## config.mk

```make
export PLATFORM = sky130hd
export DESIGN_NAME = instr_fetch
export DESIGN_NICKNAME = d
export VERILOG_FILES = /design/src/rtl/instr_fetch.sv
export SDC_FILE = /design/constraint.sdc
export NUM_CORES = 1
export LEC_CHECK = 0
export CAP_MARGIN = 20
export CORE_ASPECT_RATIO = 1.1
export CORE_MARGIN = 4
export CORE_UTILIZATION = 23
export CTS_BUF_LIST = sky130_fd_sc_hd__clkbuf_4
export CTS_CLUSTER_DIAMETER = 40
export CTS_CLUSTER_SIZE = 10
export DETAILED_ROUTE_END_ITERATION = 6
export PLACE_DENSITY_LB_ADDON = 0.25
export SLEW_MARGIN = 5
export SYNTH_ARGS = -nofsm -noshare
export SYNTH_HDL_FRONTEND = slang
export SYNTH_SLANG_ARGS = --single-unit
```

## constraint.sdc

```tcl
create_clock -name clk -period 5.3 [get_ports clk]
set_input_delay 0.795 -clock clk [delete_from_list [all_inputs] [get_ports clk]]
set_output_delay 0.795 -clock clk [all_outputs]
set_load 0.05 [all_outputs]
```

## src/rtl/instr_fetch.sv

```systemverilog
// Instruction fetch front end.
// Issues one word-aligned request at a time to instruction memory and
// buffers up to two responses for decode. A redirect flushes the buffer,
// and any response still in flight is discarded.
module instr_fetch #(
   parameter int                    DATA_WIDTH = 32,
   parameter logic [DATA_WIDTH-1:0] RESET_PC   = '0
) (
   input  logic                  clk,
   input  logic                  rstn,
   input  logic                  en,
   output logic                  imem_req,
   output logic [DATA_WIDTH-1:0] imem_addr,
   input  logic                  imem_gnt,
   input  logic                  imem_rvalid,
   input  logic [DATA_WIDTH-1:0] imem_rdata,
   input  logic                  redirect,
   input  logic [DATA_WIDTH-1:0] redirect_pc,
   output logic                  id_valid,
   input  logic                  id_ready,
   output logic [DATA_WIDTH-1:0] id_instr,
   output logic [DATA_WIDTH-1:0] id_pc,
   output logic [6:0]            op,
   output logic [2:0]            funct3,
   output logic                  funct7
);

   typedef enum logic [1:0] {IDLE, REQ, RSP, DROP} state_t;

   state_t                state_q, state_d;
   logic [DATA_WIDTH-1:0] fetch_pc_q, fetch_pc_d;
   logic [DATA_WIDTH-1:0] req_pc_q, req_pc_d;
   logic [DATA_WIDTH-1:0] instr_q [2];
   logic [DATA_WIDTH-1:0] instr_d [2];
   logic [DATA_WIDTH-1:0] pc_q    [2];
   logic [DATA_WIDTH-1:0] pc_d    [2];
   logic [1:0]            count_q, count_d;

   logic                  push, pop, widx;
   logic [DATA_WIDTH-1:0] redir_pc;

   // The low address bits of a redirect are discarded by alignment.
   logic unused_redirect_lsb;
   assign unused_redirect_lsb = ^redirect_pc[1:0];

   assign redir_pc = {redirect_pc[DATA_WIDTH-1:2], 2'b00};
   // A pop coinciding with a redirect is swallowed by the flush.
   assign pop      = id_valid && id_ready && !redirect;

   // Fetch sequencing: at most one request outstanding; redirect handling.
   always_comb begin
      state_d    = state_q;
      fetch_pc_d = fetch_pc_q;
      req_pc_d   = req_pc_q;
      push       = 1'b0;
      case (state_q)
         IDLE: begin
            if (redirect)                     fetch_pc_d = redir_pc;
            else if (en && count_q < 2'd2)    state_d    = REQ;
         end
         REQ: begin
            if (redirect) begin
               fetch_pc_d = redir_pc;
               state_d    = imem_gnt ? DROP : IDLE;
            end else if (imem_gnt) begin
               req_pc_d   = fetch_pc_q;
               fetch_pc_d = fetch_pc_q + DATA_WIDTH'(4);
               state_d    = RSP;
            end
         end
         RSP: begin
            if (redirect) begin
               fetch_pc_d = redir_pc;
               state_d    = imem_rvalid ? IDLE : DROP;
            end else if (imem_rvalid) begin
               push    = 1'b1;
               state_d = IDLE;
            end
         end
         DROP: begin
            if (redirect)    fetch_pc_d = redir_pc;
            if (imem_rvalid) state_d    = IDLE;
         end
         default: state_d = IDLE;
      endcase
   end

   // Two-entry buffer with entry 0 as head; a push lands behind whatever
   // survives this cycle's pop, which keeps order on simultaneous push/pop.
   always_comb begin
      instr_d = instr_q;
      pc_d    = pc_q;
      count_d = count_q;
      widx    = pop ? (count_q == 2'd2) : (count_q == 2'd1);
      if (redirect) begin
         count_d = 2'd0;
      end else begin
         if (pop) begin
            instr_d[0] = instr_q[1];
            pc_d[0]    = pc_q[1];
         end
         if (push) begin
            instr_d[widx] = imem_rdata;
            pc_d[widx]    = req_pc_q;
         end
         case ({push, pop})
            2'b10:   count_d = count_q + 2'd1;
            2'b01:   count_d = count_q - 2'd1;
            default: count_d = count_q;
         endcase
      end
   end

   // State and buffer registers, synchronous active-low reset.
   always_ff @(posedge clk) begin
      if (!rstn) begin
         state_q    <= IDLE;
         fetch_pc_q <= RESET_PC;
         req_pc_q   <= '0;
         count_q    <= '0;
         instr_q    <= '{default: '0};
         pc_q       <= '{default: '0};
      end else begin
         state_q    <= state_d;
         fetch_pc_q <= fetch_pc_d;
         req_pc_q   <= req_pc_d;
         count_q    <= count_d;
         instr_q    <= instr_d;
         pc_q       <= pc_d;
      end
   end

   assign imem_req  = (state_q == REQ);
   assign imem_addr = imem_req ? fetch_pc_q : '0;
   assign id_valid  = (count_q != 2'd0);
   assign id_instr  = id_valid ? instr_q[0] : '0;
   assign id_pc     = id_valid ? pc_q[0]    : '0;
   assign op        = id_instr[6:0];
   assign funct3    = id_instr[14:12];
   assign funct7    = id_instr[30];

endmodule
```

==> run summary <==
• 5.23% — fraction of layout instances using a drive strength above 1
• flip-flop — crit path launch type
• 13.9% — combined global-route utilization of all metal layers
• 170 ps — clock transition time at the flip-flop clock pins of the worst setup and hold paths
• 22.9 ps — final setup skew
• 17 — total clock buffers created by CTS
• 2 — Max clock buf depth
• 0 — endpoints failing hold
• 1600 ps — worst-case setup slack after placement
• 0 — Warnings, synthesis
• finished, final reports clean — run status
• 3600 ps — crit path time final
• 75 — # rows
• sky130_fd_sc_hd__dfxtp_1 — Main synth FF type
• 4,157 — number of inserted filler cells in the final layout
• 195 µm — Die X-Extent
• inv_1, ha_2, buf_4, nor2b_1, clkdlybuf4s50_1 — critical path cell sequence
• 0% — share of synthesized flip-flops with an asynchronous set or reset
• 87 — pin count of the biggest net entering global routing
• 0 — number of flops mapped to enable cells by yosys
• 175 — I/O Buffers
• 4.78 — detail-routed via count per cell
• 56 — library cells used by synthesis
• 0 — total of cells resized after clock tree synthesis
• 23.3% — effective utilization at floorplan
• 0.140 mV — maximum ir drop on the vdd rail
• 190 — number of synthesized register bits
• 68.0% — final period utilization
• done — clock tree from TritonCTS
• sky130_fd_sc_hd__dfxtp_1 (43%), sky130_fd_sc_hd__a21boi_0 (8.0%), sky130_fd_sc_hd__o221ai_1 (6.3%), sky130_fd_sc_hd__nor2_1 (5.3%), sky130_fd_sc_hd__o21ai_0 (4.9%) — cell types occupying the most area after synthesis
• sky130_fd_sc_hd__dfxtp_1 — cell accounting for the most synthesized area
• sky130_fd_sc_hd__clkbuf_4 — clock root cell
• 1,267 — number of nets in the final layout
• 3800 µm² — total area of sequential cells
• 42.9% — share of the synthesized area in the top cell type
• 1,705 — number of cells in the finished layout apart from fillers
• 1 — antenna violations before repair
• 17.5 µm — average detailed-routed wire length per instance
• 590 ps — source-to-sink clock delay at the later pin of the worst-skew pair
• 19.0 mm — post-DP HPWL
• 8860 µm² — Cell Area, Synth
• false — RSZ-0062 raised after global routing
• 2.59 mW — post-layout power
• sky130_fd_sc_hd__dfxtp_1 — most common cell after layout, fill and taps aside
• 1,087 — synthesized instance count
• 0 ps — Setup TNS Final
• 190 — TritonCTS sink count
• 5 — Pre-antenna DRT Iters
• 4510 ps — Req. time, crit path
• 4540 µm² — total area of multi-input combinational cells
• flip-flop to flip-flop — worst hold-check path type
• 0 — CTS hold repair buffers
• 760 ps — Slowest Stage Delay on Critical Path
• 1700 ps — worst path setup slack after routing
• 0.790 — final weighted congestion in routability-driven placement
• 0 — Routed Antenna Nets
• 35.5% — worst relative slew slack
• 42.9% — sequential area share after synthesis
• 46.7 mm — global-route wire length before repair
• 65 — highest fanout seen on the critical path
• 0 — number of maximum-capacitance constraint violations
• 8.15 µm² — Avg Inst Size Synth
• 0 — final-report max-slew violation count
• 214 µm — Die Span Y
• 963 ps — Slew @ Worst Pin
• 180 — IO Count
• sky130_fd_sc_hd__clkdlybuf4s50_1 — slowest library cell on the worst path
• 0 — count of endpoints failing setup in the final report
• 41,700 µm² — die area
• flip-flop to output port — critical setup path kind
• 2810 ps — crit path DAT
• 29.8 mm — WL final
• output port — crit path capture type
• 0.278 GHz — maximum clock rate
• 8,145 — total vias in the final route
• 0 — DRC violations left
• 38,100 µm² — core outline area
• 0 — GR Overflow Total
• 532 — First DRT Iteration DRCs
• 4 — number of levels the H-tree was split into
• 0 — Setup Buffers After CTS
• 7,910 — vias in the first global route
• sky130_fd_sc_hd__dfxtp_1 (190), sky130_fd_sc_hd__clkdlybuf4s50_1 (174), sky130_fd_sc_hd__nor2_1 (124) — most used cells in the layout excluding fill and tap cells
• 230 nW/µm² — areal power density over the cells
• 27.1% — area added between synthesis and finish
• 3.61 nW — Static Leak
• 1,671 — count of placed standard cells including taps
[power by group]
group	leakage (nW)	total (mW)	internal, mW	switching [mW]
clock network	0.157	0.862	0.334	0.529
logic	1.92	0.228	0.106	0.123
registers	1.54	1.50	1.45	0.0408
total	3.61	2.59	1.89	0.692
[synth_stat cells (all sizes together) (8+ instances only)]
cell / count
a21boi: 94
a21oi: 11
and2: 31
and4: 8
buf: 25
clkbuf: 85
dfxtp: 190
inv: 20
nand2: 90
nand3: 80
nand4: 12
nor2: 124
nor2b: 58
nor3: 9
nor4: 9
o21ai: 89
o221ai: 64
[metrics by stage]
stage | utilization (%) | area, µm² | hold WS [ps]
3_5_place_dp | 28.7 | 10900 | 462
3_3_place_gp | 28.7 | 10900 | 455
4_1_cts | 29.5 | 11200 | 477
5_1_grt | 29.6 | 11300 | 503
2_1_floorplan | - | 8870 | 444
6_report | 29.6 | 11300 | 483
[critical path: cells and delay by family, from the launching register on]
family | cells | cell delay, ps
simple gates | 1 | 190
flops | 1 | 360
fa+ha+maj | 1 | 210
buf+inv | 3 | 1460
[cells by family (layout without fill, tap and decap cells)]
family | Yosys count | count (layout) | synth area share (%)
and+or+nand+nor | 455 | 455 | 25.8
buffers and inverters | 131 | 247 | 6.27
AOI/OAI and AO/OA | 295 | 295 | 23.3
adders and majority gates | 5 | 5 | 0.706
xor gates and xnor gates | 10 | 10 | 0.988
DFF | 190 | 190 | 42.9
other | 1 | 3 | 0.0423
[cell type report]
| type | instances | area share, % |
|---|---|---|
| multi-input cells | 767 | 40.3 |
| clock inverters | 14 | 1.49 |
| clock buffers | 18 | 1.20 |
| repair buffers | 194 | 17.0 |
| diodes | 1 | 0.0222 |
| inverters | 21 | 0.700 |
| well taps | 500 | 5.55 |
| flip-flops and latches | 190 | 33.8 |
[sequential cells by signal (all words and copies together) (netlist names)]
name and cells:
state_q 2, fetch_pc_q 30, req_pc_q 30, pc_q 62, count_q 2, instr_q 64
[path summary, 6_finish.rpt]
kind / depth (start not counted) / start / slack (ps) / end
min reg2reg: 2 / instr_q[15] / 480 / instr_q[47]
min: 2 / instr_q[15] / 480 / instr_q[47]
max: 5 / count_q[1] / 1700 / id_pc[12]
max reg2reg: 7 / count_q[1] / 2520 / instr_q[18]
[layer usage]
layer  wire, µm  global-route usage [%]  vias to the layer above  part of all wire [%]
met4        514                    4.14                        0                   1.7
li1           -                       -                     4046                     -
met1      14100                    18.9                     3853                    47
met3       1500                    2.62                       26                   5.0
met5          0                       0                        -                     0
met2      13800                    22.7                      220                    46
Note: power is estimated with default switching activity, not from simulation.
